[src/rtl/gps_bpsk_tx_if.sv]
// Handshake and signal bundle for gps_bpsk_tx.
// master: the side that feeds taps, control and data bits and watches the outputs.
// slave:  the transmitter itself.
interface gps_bpsk_tx_if #(
    parameter int NCO_W = 16
);
    logic             start;
    logic             stop;
    logic [3:0]       prn_tap1;
    logic [3:0]       prn_tap2;
    logic [NCO_W-1:0] fcw;
    logic             bit_in;
    logic             bit_valid;
    logic             bit_ready;
    logic             tx_out;
    logic             prn_out;
    logic             sin_out;
    logic             cos_out;
    logic             code_epoch;
    logic             bit_epoch;
    logic             busy;
    logic             underrun;

    modport master (
        output start, stop, prn_tap1, prn_tap2, fcw, bit_in, bit_valid,
        input  bit_ready, tx_out, prn_out, sin_out, cos_out,
               code_epoch, bit_epoch, busy, underrun
    );

    modport slave (
        input  start, stop, prn_tap1, prn_tap2, fcw, bit_in, bit_valid,
        output bit_ready, tx_out, prn_out, sin_out, cos_out,
               code_epoch, bit_epoch, busy, underrun
    );
endinterface

[src/rtl/gps_bpsk_tx.sv]
// GPS L1 C/A BPSK transmitter: Gold-code generator (G1/G2 LFSRs with
// phase-select taps), navigation bit sequencing with a one-entry holding
// register, and an optional 1-bit carrier NCO.
// Optional feature macro: GPS_TX_CARRIER_EN (carrier NCO and carrier mixing).
module gps_bpsk_tx #(
    parameter int CHIP_DIV      = 4,
    parameter int CODES_PER_BIT = 20,
    parameter int NCO_W         = 16
) (
    input logic          CLK,
    input logic          RST,
    gps_bpsk_tx_if.slave bus
);
    localparam int              DIV_W     = (CHIP_DIV > 1) ? $clog2(CHIP_DIV) : 1;
    localparam int              CC_W      = (CODES_PER_BIT > 1) ? $clog2(CODES_PER_BIT) : 1;
    localparam logic [DIV_W-1:0] DIV_LAST  = DIV_W'(CHIP_DIV - 1);
    localparam logic [CC_W-1:0]  CC_LAST   = CC_W'(CODES_PER_BIT - 1);
    localparam logic [9:0]       CHIP_LAST = 10'd1022;

    typedef enum logic [1:0] {
        S_IDLE  = 2'd0,
        S_PRIME = 2'd1,
        S_RUN   = 2'd2
    } state_t;

    state_t           r_state;
    state_t           w_next_state;

    logic [3:0]       r_tap1;
    logic [3:0]       r_tap2;
    logic [10:1]      r_g1;
    logic [10:1]      r_g2;
    logic [DIV_W-1:0] r_div;
    logic [9:0]       r_chip_cnt;
    logic [CC_W-1:0]  r_code_cnt;
    logic             r_cur_bit;
    logic             r_hold_bit;
    logic             r_hold_full;
    logic             r_stop;
    logic             r_underrun;

    logic             w_taps_ok;
    logic             w_start_ok;
    logic             w_run;
    logic             w_hs;
    logic             w_tick;
    logic             w_code_wrap;
    logic             w_bit_bound;
    logic             w_stop_pend;
    logic             w_g1_fb;
    logic             w_g2_fb;
    logic             w_prn;
    logic             w_sin;
    logic             w_cos;

    logic             w_bit_ready;
    logic             w_tx;
    logic             w_prn_o;
    logic             w_sin_o;
    logic             w_cos_o;
    logic             w_code_epoch;
    logic             w_bit_epoch;
    logic             w_busy;

    // Select one G2 stage by a 1..10 tap number; anything else reads as 0.
    function automatic logic g2_sel(input logic [10:1] g, input logic [3:0] tap);
        logic v;
        v = 1'b0;
        case (tap)
            4'd1:    v = g[1];
            4'd2:    v = g[2];
            4'd3:    v = g[3];
            4'd4:    v = g[4];
            4'd5:    v = g[5];
            4'd6:    v = g[6];
            4'd7:    v = g[7];
            4'd8:    v = g[8];
            4'd9:    v = g[9];
            4'd10:   v = g[10];
            default: v = 1'b0;
        endcase
        return v;
    endfunction

    assign w_taps_ok   = (bus.prn_tap1 >= 4'd1) && (bus.prn_tap1 <= 4'd10) &&
                         (bus.prn_tap2 >= 4'd1) && (bus.prn_tap2 <= 4'd10);
    assign w_start_ok  = (r_state == S_IDLE) && bus.start && w_taps_ok;
    assign w_run       = (r_state == S_RUN);
    assign w_hs        = bus.bit_valid && w_bit_ready;
    assign w_tick      = w_run && (r_div == DIV_LAST);
    assign w_code_wrap = w_tick && (r_chip_cnt == CHIP_LAST);
    assign w_bit_bound = w_code_wrap && (r_code_cnt == CC_LAST);
    // A stop arriving on the boundary cycle itself still ends the run there.
    assign w_stop_pend = r_stop || bus.stop;

    assign w_g1_fb = r_g1[3] ^ r_g1[10];
    assign w_g2_fb = r_g2[2] ^ r_g2[3] ^ r_g2[6] ^ r_g2[8] ^ r_g2[9] ^ r_g2[10];
    assign w_prn   = r_g1[10] ^ g2_sel(r_g2, r_tap1) ^ g2_sel(r_g2, r_tap2);

`ifdef GPS_TX_CARRIER_EN
    logic [NCO_W-1:0] r_acc;

    // Carrier phase accumulator: cleared on start, free-running only in RUN.
    always_ff @(posedge CLK or negedge RST) begin
        if (!RST) begin
            r_acc <= '0;
        end else if (w_start_ok) begin
            r_acc <= '0;
        end else if (w_run) begin
            r_acc <= r_acc + bus.fcw;
        end
    end

    assign w_sin = r_acc[NCO_W-1];
    assign w_cos = r_acc[NCO_W-1] ^ r_acc[NCO_W-2];
`else
    logic [NCO_W-1:0] w_unused_fcw;

    assign w_unused_fcw = bus.fcw;
    assign w_sin        = 1'b0;
    assign w_cos        = 1'b0;
`endif

    // FSM state register.
    always_ff @(posedge CLK or negedge RST) begin
        if (!RST) begin
            r_state <= S_IDLE;
        end else begin
            r_state <= w_next_state;
        end
    end

    // FSM next-state: stop in PRIME wins over a same-cycle handshake.
    always_comb begin
        w_next_state = r_state;
        case (r_state)
            S_IDLE: begin
                if (w_start_ok) begin
                    w_next_state = S_PRIME;
                end
            end
            S_PRIME: begin
                if (bus.stop) begin
                    w_next_state = S_IDLE;
                end else if (w_hs) begin
                    w_next_state = S_RUN;
                end
            end
            S_RUN: begin
                if (w_bit_bound && w_stop_pend) begin
                    w_next_state = S_IDLE;
                end
            end
            default: w_next_state = S_IDLE;
        endcase
    end

    // FSM outputs: every modulated output is gated to 0 outside RUN.
    always_comb begin
        w_busy       = (r_state != S_IDLE);
        w_bit_ready  = 1'b0;
        w_tx         = 1'b0;
        w_prn_o      = 1'b0;
        w_sin_o      = 1'b0;
        w_cos_o      = 1'b0;
        w_code_epoch = 1'b0;
        w_bit_epoch  = 1'b0;
        case (r_state)
            S_PRIME: begin
                w_bit_ready = 1'b1;
            end
            S_RUN: begin
                w_bit_ready  = (r_code_cnt == CC_LAST) && !r_hold_full;
                w_prn_o      = w_prn;
                w_sin_o      = w_sin;
                w_cos_o      = w_cos;
                w_tx         = r_cur_bit ^ w_prn ^ w_sin;
                w_code_epoch = (r_chip_cnt == 10'd0) && (r_div == '0);
                w_bit_epoch  = (r_chip_cnt == 10'd0) && (r_div == '0) && (r_code_cnt == '0);
            end
            default: begin
                w_bit_ready = 1'b0;
            end
        endcase
    end

    assign bus.bit_ready  = w_bit_ready;
    assign bus.tx_out     = w_tx;
    assign bus.prn_out    = w_prn_o;
    assign bus.sin_out    = w_sin_o;
    assign bus.cos_out    = w_cos_o;
    assign bus.code_epoch = w_code_epoch;
    assign bus.bit_epoch  = w_bit_epoch;
    assign bus.busy       = w_busy;
    assign bus.underrun   = r_underrun;

    // Code generator, counters and data-bit sequencing.
    always_ff @(posedge CLK or negedge RST) begin
        if (!RST) begin
            r_tap1      <= '0;
            r_tap2      <= '0;
            r_g1        <= '0;
            r_g2        <= '0;
            r_div       <= '0;
            r_chip_cnt  <= '0;
            r_code_cnt  <= '0;
            r_cur_bit   <= 1'b0;
            r_hold_bit  <= 1'b0;
            r_hold_full <= 1'b0;
            r_stop      <= 1'b0;
            r_underrun  <= 1'b0;
        end else if (w_start_ok) begin
            r_tap1      <= bus.prn_tap1;
            r_tap2      <= bus.prn_tap2;
            r_g1        <= '1;
            r_g2        <= '1;
            r_div       <= '0;
            r_chip_cnt  <= '0;
            r_code_cnt  <= '0;
            r_cur_bit   <= 1'b0;
            r_hold_full <= 1'b0;
            r_stop      <= 1'b0;
            r_underrun  <= 1'b0;
        end else if (r_state == S_PRIME) begin
            if (w_hs && !bus.stop) begin
                r_cur_bit <= bus.bit_in;
            end
        end else if (w_run) begin
            if (bus.stop) begin
                r_stop <= 1'b1;
            end
            r_div <= w_tick ? '0 : r_div + 1'b1;
            if (w_code_wrap) begin
                r_chip_cnt <= '0;
                r_g1       <= '1;
                r_g2       <= '1;
                r_code_cnt <= (r_code_cnt == CC_LAST) ? '0 : r_code_cnt + 1'b1;
            end else if (w_tick) begin
                r_chip_cnt <= r_chip_cnt + 10'd1;
                r_g1       <= {r_g1[9:1], w_g1_fb};
                r_g2       <= {r_g2[9:1], w_g2_fb};
            end
            // A bit offered on the boundary cycle with an empty holding
            // register goes straight into the current bit.
            if (w_bit_bound) begin
                if (r_hold_full) begin
                    r_cur_bit   <= r_hold_bit;
                    r_hold_full <= 1'b0;
                end else if (w_hs) begin
                    r_cur_bit <= bus.bit_in;
                end else begin
                    r_underrun <= 1'b1;
                end
            end else if (w_hs) begin
                r_hold_bit  <= bus.bit_in;
                r_hold_full <= 1'b1;
            end
        end
    end
endmodule

[src/flat_wrapper.sv]
// flat-port wrapper written by rule: the top's interface ports become plain ports
module gps_bpsk_tx_flat 
#(
    parameter int CHIP_DIV      = 4,
    parameter int CODES_PER_BIT = 20,
    parameter int NCO_W         = 16
)
  (CLK, RST, bus_start, bus_stop, bus_prn_tap1, bus_prn_tap2, bus_fcw, bus_bit_in, bus_bit_valid, bus_bit_ready, bus_tx_out, bus_prn_out, bus_sin_out, bus_cos_out, bus_code_epoch, bus_bit_epoch, bus_busy, bus_underrun);
  gps_bpsk_tx_if #(.NCO_W(NCO_W)) bus_i ();
  input logic CLK;
  input logic RST;
  input wire logic [$bits(bus_i.start)-1:0] bus_start;
  input wire logic [$bits(bus_i.stop)-1:0] bus_stop;
  input wire logic [$bits(bus_i.prn_tap1)-1:0] bus_prn_tap1;
  input wire logic [$bits(bus_i.prn_tap2)-1:0] bus_prn_tap2;
  input wire logic [$bits(bus_i.fcw)-1:0] bus_fcw;
  input wire logic [$bits(bus_i.bit_in)-1:0] bus_bit_in;
  input wire logic [$bits(bus_i.bit_valid)-1:0] bus_bit_valid;
  output wire logic [$bits(bus_i.bit_ready)-1:0] bus_bit_ready;
  output wire logic [$bits(bus_i.tx_out)-1:0] bus_tx_out;
  output wire logic [$bits(bus_i.prn_out)-1:0] bus_prn_out;
  output wire logic [$bits(bus_i.sin_out)-1:0] bus_sin_out;
  output wire logic [$bits(bus_i.cos_out)-1:0] bus_cos_out;
  output wire logic [$bits(bus_i.code_epoch)-1:0] bus_code_epoch;
  output wire logic [$bits(bus_i.bit_epoch)-1:0] bus_bit_epoch;
  output wire logic [$bits(bus_i.busy)-1:0] bus_busy;
  output wire logic [$bits(bus_i.underrun)-1:0] bus_underrun;
  assign bus_i.start = bus_start;
  assign bus_i.stop = bus_stop;
  assign bus_i.prn_tap1 = bus_prn_tap1;
  assign bus_i.prn_tap2 = bus_prn_tap2;
  assign bus_i.fcw = bus_fcw;
  assign bus_i.bit_in = bus_bit_in;
  assign bus_i.bit_valid = bus_bit_valid;
  assign bus_bit_ready = bus_i.bit_ready;
  assign bus_tx_out = bus_i.tx_out;
  assign bus_prn_out = bus_i.prn_out;
  assign bus_sin_out = bus_i.sin_out;
  assign bus_cos_out = bus_i.cos_out;
  assign bus_code_epoch = bus_i.code_epoch;
  assign bus_bit_epoch = bus_i.bit_epoch;
  assign bus_busy = bus_i.busy;
  assign bus_underrun = bus_i.underrun;
  gps_bpsk_tx #(.CHIP_DIV(CHIP_DIV), .CODES_PER_BIT(CODES_PER_BIT), .NCO_W(NCO_W)) u_core (.CLK(CLK), .RST(RST), .bus(bus_i));
endmodule
[config.mk]
export PLATFORM = sky130hd
export DESIGN_NAME = gps_bpsk_tx_flat
export DESIGN_NICKNAME = d
export VERILOG_FILES = /design/src/rtl/gps_bpsk_tx_if.sv /design/src/rtl/gps_bpsk_tx.sv /design/src/flat_wrapper.sv
export SDC_FILE = /design/constraint.sdc
export NUM_CORES = 1
export LEC_CHECK = 0
export ABC_AREA = 1
export ABC_CLOCK_PERIOD_IN_PS = 3400
export BUFFER_PORTS_ARGS = -buffer_cell sky130_fd_sc_hd__buf_2
export CORE_ASPECT_RATIO = 0.8
export CORE_MARGIN = 8
export CORE_UTILIZATION = 55
export CTS_CLUSTER_DIAMETER = 50
export DETAILED_ROUTE_END_ITERATION = 10
export PLACE_DENSITY = 0.76
export SYNTH_ARGS = -nofsm -noshare
export SYNTH_HDL_FRONTEND = slang
export SYNTH_SLANG_ARGS = --single-unit
[constraint.sdc]
create_clock -name CLK -period 3.4 [get_ports CLK]
set_clock_uncertainty 0.05 [all_clocks]
set_input_delay 0 -clock CLK [delete_from_list [all_inputs] [get_ports CLK]]
set_output_delay 0 -clock CLK [all_outputs]
set_load 0.02 [all_outputs]
### Word-level counts from Yosys, hierarchy flattened

Cells that the tools add are included.

| storage, ports and cells | value |
|---|---|
| register bits | 52 |
| input bits | 30 |
| output and inout bits | 9 |

| operators by class | value |
|---|---|
| $add $sub $neg | 3 |
| magnitude comparators | 4 |
| equality and inequality tests | 32 |
| multiplexer cells | 58 |
| bitwise operators | 12 |
| reductions and logical operators | 40 |

Operators by type and width:

| cell | number |
|---|---|
| 10-bit two-way mux | 15 |
| 4-bit by 3-bit == test with 1-bit output, second input constant | 8 |
| 1-bit two-way mux | 26 |
| 5-bit two-way mux | 5 |
| 4-bit == test, second input constant | 6 |
| 1-bit case mux with 10 select lines | 2 |
| 4-bit by 2-bit == test with 1-bit output, second input constant | 4 |
| 2-bit two-way mux | 8 |
| 3-bit AND reduction | 5 |
| 1-bit logical AND | 14 |
| 3-bit nonzero test | 4 |
| 10-bit by 1-bit adder with 10-bit output, second input constant | 1 |
| 10-bit == test, second input constant | 1 |
| 10-bit logical NOT | 1 |
| 5-bit AND reduction | 2 |
| 2-bit nonzero test | 5 |
| 1-bit XOR | 9 |
| 4-bit by 1-bit == test with 1-bit output, second input constant | 2 |
| 4-bit by 1-bit greater-or-equal comparator with 1-bit output, second input constant | 2 |
| 4-bit <= comparator, second input constant | 2 |
| 2-bit by 1-bit inequality test with 1-bit output, second input constant | 3 |
| 3-bit by 2-bit inequality test with 1-bit output, second input constant | 2 |
| 2-bit case mux with 3 select lines | 1 |
| 5-bit by 1-bit adder with 5-bit output, second input constant | 1 |
| other kinds (14) | 20 |

### Logic depth before layout (Yosys ltp)

| logic depth | value |
|---|---|
| depth in word-level cells | 10 |
| mapped depth | 12 |
| gate-level depth less buffers | 12 |

### Worst setup path after synthesis

Ideal clock, no wire load.

| path | value |
|---|---|
| kind | reg2reg |
| start | reg u_core.r_state[0] |
| end | reg u_core.r_state[0] |
| library setup time | 127 ps |
| arrival | 1585 ps |
| path slack | 1638 ps |
| stages on the path, launching flop included | 12 |
| buffers on the path | 0 |
| path through | dfrtp_1 inv_1 ha_1 nand2_1 inv_2 nand4_2 nor2_8 nand2_1 o21ai_1 nand3_2 nand2_1 o21ai_1 |

| between the ends | value |
|---|---|
| word-level cells in the longest chain between the ends | 7 |

Ends and longest elaborated chain:

| element | line | RTL |
|---|---|---|
| from (decl) | gps_bpsk_tx.sv:26 | `state_t r_state;` |
| from (signal assigned) | gps_bpsk_tx.sv:129 | `r_state <= w_next_state;` |
| branches (longest 7 deep; another with 3-bit by 2-bit inequality test with 1-bit output) | -- |  |

Parallel ways; which one is timed is not known.
A chain may end at the register's enable or synchronous reset.

### Worst setup path after layout

| path | value |
|---|---|
| start | reg u_core.r_state[1] |
| end | reg u_core.r_g1[10] in the netlist's numbering |

| between the ends | value |
|---|---|
| word-level cells in the longest chain between the ends | 7 |

Ends and longest elaborated chain:

| element | line | RTL |
|---|---|---|
| 2-bit == test | gps_bpsk_tx.sv:88 | `assign w_run = (r_state == S_RUN);` |
| 1-bit logical AND | gps_bpsk_tx.sv:90 | `assign w_tick = w_run && (r_div == DIV_LAST);` |
| 1-bit logical AND | gps_bpsk_tx.sv:91 | `assign w_code_wrap = w_tick && (r_chip_cnt == CHIP_LAST);` |
| 10-bit two-way mux | gps_bpsk_tx.sv:233 | `if (w_code_wrap) begin` |
| 10-bit two-way mux | gps_bpsk_tx.sv:228 | `end else if (w_run) begin` |
| 10-bit two-way mux | gps_bpsk_tx.sv:224 | `end else if (r_state == S_PRIME) begin` |
| 10-bit two-way mux | gps_bpsk_tx.sv:212 | `end else if (w_start_ok) begin` |
| to (signal assigned) | gps_bpsk_tx.sv:240 | `r_g1 <= {r_g1[9:1], w_g1_fb};` |
| to (decl) | gps_bpsk_tx.sv:31 | `logic [10:1] r_g1;` |

Several ways; a longest one is shown, not always the timed one. The select of a mux whose other input is x is not followed.

==> results.md <==
| Group | Quantity | Value |
|---|---|---|
| synth | Number of enable flip-flop cells after synthesis | 0 |
| setup path | Critical path launch point type | flop |
| clock tree | Clock sinks | 52 |
| timing | Final Worst Setup Slack | 0.831 ns |
| power | Switching Fraction | 45.9% |
| synth | Mean area per synthesized cell | 7.53 sq um |
| die | Row count | 24 |
| synth | Number of unique standard cell types used by synthesis | 37 |
| timing | Final setup TNS | 0 ns |
| die | Die Y | 83.4 um |
| synth | Share of synthesized area occupied by flip-flops and latches | 41.7% |
| synth | Ys async rst share | 100% |
| drt | Total number of vias | 2724 |
| layout | Top library cells by usage in the layout, fill and taps aside | nor2_1 (92), nand2_1 (71), dfrtp_1 (52) |
| setup path | Data required time at the worst endpoint | 3.58 ns |
| synth | Main combinational cell family by area after synthesis | simple AND/OR/NAND/NOR gates |
| clock tree | Cts repair resizes | 0 |
| layout | Post-synthesis to final-layout area growth | 11.2% |
| timing | Actual slew at the worst max-slew pin | 0.684 ns |
| timing | Final slew viol count | 0 |
| placed design | Placed wire-length estimate | 5.00 mm |
| synth | Post-synthesis compound-gate area fraction | 9.38% |
| timing | Highest clock rate | 0.389 GHz |
| grt | Overall track demand over capacity in global routing | 17.5% |
| min path | Worst min-delay path class | primary input to flop |
| synth | Number of warnings reported in the yosys synthesis log | 0 |
| timing | Final-report hold violation count | 0 |
| die | Die width | 100 um |
| setup path | Buffers and inverters on the worst path | 2 |
| setup path | CP Cell Sequence | inv_1 > ha_1 > nand4_2 > nor2_4 > buf_4 > nor2_4 > nand2_1 > nor2_1 > a21oi_2 |
| drt | Iter 0 DRT Violations | 184 |
| die | Area of the die | 8360 sq um |
| setup path | Register-to-register setup slack | 0.83 ns |
| clock tree | Clock tree from TritonCTS | yes |
| drt | Number of vias per cell after detailed routing | 5.20 |
| clock tree | Number of levels the H-tree was split into | 2 |
| die | Number of top-level pins | 39 |
| power | Internal power component | 1.63 mW |
| setup path | Worst reg2reg path endpoint | u_core.r_g1[10] |
| placed design | GPL Wtd Cong | 0.909 |
| drt | Final wirelength | 6.87 mm |
| power | Portion of total power attributed to combinational logic | 47.6% |
| setup path | Critical Path Max Stage Delay | 0.52 ns |
| placed design | Placement-stage worst setup slack | 0.845 ns |
| drt | Post-route ant nets | 0 |
| power | Sequential share of power | 39.9% |
| clock tree | Clock latency of the later-clocked register in the worst-skew pair | 0.31 ns |
| timing | Setup repair after global routing missed its margin | no |
| synth | Synth Flop Type | dfrtp_1 |
| placed design | Placed Instance Area | 3270 sq um |
| power | PwrDens | 866 nW/um^2 |
| min path | Hold Crit Start | bus_start |
| grt | Via count of the first global-routing pass | 2604 |
| synth | Share of the synthesized netlist area taken by xor and xnor gates | 2.52% |
| synth | Post-synthesis cell count | 415 |
| grt | Wire length of the first global-routing pass | 12.0 mm |
| timing | Max-slew headroom at the worst pin | 54.3% |
| setup path | CP arrival | 2.75 ns |
| setup path | Kind of cell with the highest combined delay on the critical path | simple AND/OR/NAND/NOR gates |
| grt | Number of antenna violations at the first check in global routing | 0 |
| clock tree | Clk Tree Root Cell | clkbuf_8 |
| clock tree | Clk slew on worst S/H paths | 0.09 ns |
| timing | Crit share post-route | 75.6% |
| timing | Number of endpoints failing setup at the final stage | 0 |
| layout | Layout cells sized above 1 | 11.4% |
| drt | Pre-antenna DRT Iters | 5 |
| synth | Simple logic cell fraction of the synthesized area | 33.1% |
| clock tree | Deepest clock path buffer count | 2 |
| timing | Tmin final | 2.57 ns |
| setup path | Slowest-stage cell, CP | nand2_1 |
| clock tree | Clock buffers created by TritonCTS | 5 |
| setup path | Crit path kind | flop to flop |
| synth | Post-synthesis share of cell area spent on full adders, half adders and majority gates | 4.41% |
| setup path | Biggest fanout along the worst timing path | 20 |
| setup path | Register-to-Register Path Depth | 9 |
| power | VDD IR-drop max | 513 uV |
| grt | Maximum number of pins on one net before global-route repair | 31 |
| grt | Aggregate global routing overflow | 0 |
| power | Clock share of power | 12.6% |
| layout | Post-layout instance area | 3470 sq um |
| layout | Final-stage net count | 487 |
| synth | Post-synthesis mux area share | 0% |
| setup path | Reg2reg start | u_core.r_state[1] |
| placed design | Number of buffers inserted by port buffering | 20 |
| setup path | Crit. End Element | flop |
| power | Pwr Total | 3.01 mW |
| flow run | Number of max-capacitance violations reported | 0 |
| die | Starting Density | 57.1% |
| synth | Number of register bits inferred by synthesis | 52 |
| drt | Average wire length per cell after detail routing | 13.1 um |
| layout | End-of-flow core utilization | 63.5% |
| layout | Most common library cell in the layout ignoring fill and taps | nor2_1 |
| power | Leakage | 1.72 nW |
| status | Result of the run | finished, final reports clean |
| power | Switching pwr | 1.38 mW |
| layout | Antenna diodes | 0 |
| min path | Endpoint with the worst hold slack | u_core.r_tap2[2] |
| synth | Area of the mapped netlist | 3120 sq um |
| min path | Count of cells along the worst hold path | 5 |
| drt | Detailed-route DRC error count | 0 |
| setup path | Path length in cells of the critical path | 9 |
| die | Std-Cell Core Area | 5470 sq um |
| setup path | Cell with the most instances on the worst path | nor2_4 |
-- sequential cells by signal, summed over array words and instances (netlist names) --
| signal | cells |
|---|---|
| u_core.r_chip_cnt | 10 |
| u_core.r_g1 | 10 |
| u_core.r_g2 | 10 |
| u_core.r_code_cnt | 5 |
| u_core.r_tap1 | 4 |
| u_core.r_tap2 | 4 |
| u_core.r_div | 2 |
| u_core.r_state | 2 |
| u_core.bus.underrun | 1 |
| u_core.r_cur_bit | 1 |
| u_core.r_hold_bit | 1 |
| u_core.r_hold_full | 1 |
| u_core.r_stop | 1 |
-- how the worst max path moves through the flow --
stage                            from                    to  slack (ns)
finish              u_core.r_state[1]       u_core.r_g1[10]        0.83
global route        u_core.r_state[0]  u_core.r_chip_cnt[0]        0.64
CTS                 u_core.r_state[1]  u_core.r_chip_cnt[0]        0.83
detailed placement  u_core.r_state[1]  u_core.r_chip_cnt[0]        0.84
global placement    u_core.r_state[0]       u_core.r_g1[10]        0.96
floorplan           u_core.r_state[0]     u_core.r_state[0]        1.64
-- worst min-delay path, stage by stage --
cell,delay (ns)
buf_2,0.11
nand4_2,0.10
nor2_4,0.10
nand2_1,0.06
o21ai_0,0.06
-- repair_timing --
item / in CTS / in global routing
endpoints found under the hold margin: 39 / 0
hold buffers: 11 / 0
setup buffers: 0 / 0
-- cell usage after synthesis (all sizes together), types with 3 or more instances --
| cell type | number | share of area (%) |
|---|---|---|
| ha | 11 | 4.4 |
| nand2 | 71 | 8.5 |
| buf | 10 | 2.5 |
| nor2 | 96 | 13 |
| inv | 52 | 6.2 |
| xnor2 | 3 | 0.84 |
| nand4 | 6 | 1.6 |
| nand3 | 46 | 7.7 |
| o21ai | 29 | 5.4 |
| a21oi | 11 | 2.1 |
| xor2 | 6 | 1.7 |
| dfrtp | 52 | 42 |
| nor3 | 9 | 1.8 |
-- through the flow --
step | hold slack, ns | instances
detailed placement | 0.0273 | 506
finish | 0.120 | 524
global placement | 0.0241 | 506
global route | 0.144 | 524
CTS | 0.117 | 524
floorplan | -0.346 | 416
-- metal layers --
layer  routed length, um  track usage, %  vias to the layer above
met5                   0               0                        -
met4                  77            5.62                        0
met3                 356            3.42                        8
met2                3120            27.1                       74
met1                3320            23.7                     1266
li1                    -               -                     1376
-- layout make-up --
type                       count  area, sq um
timing repair buffer          34          233
clock buffer                   7         96.3
inverter                      52          195
multi-input combinational    301         1550
sequential                    52         1300
fill                         496         1990
tap                           78         97.6
-- logic make-up (layout without fill, tap and decap cells) --
family,after synthesis,count (layout)
simple gates,232,232
buf+inv,63,93
flops,52,52
compound gates,47,47
fa+ha+maj,11,11
xor+xnor,9,9
other cells,1,2
-- power by group through the flow --
stage          sequential, mW  combinational [mW]  clock, mW
2_1_floorplan            1.13                1.14          0
3_3_place_gp             1.19                1.36          0
3_5_place_dp             1.20                1.41          0
4_1_cts                  1.20                1.43      0.388
5_1_grt                  1.24                1.64      0.411
6_report                 1.20                1.43      0.377
No activity file was read; power rests on OpenSTA's default activity.
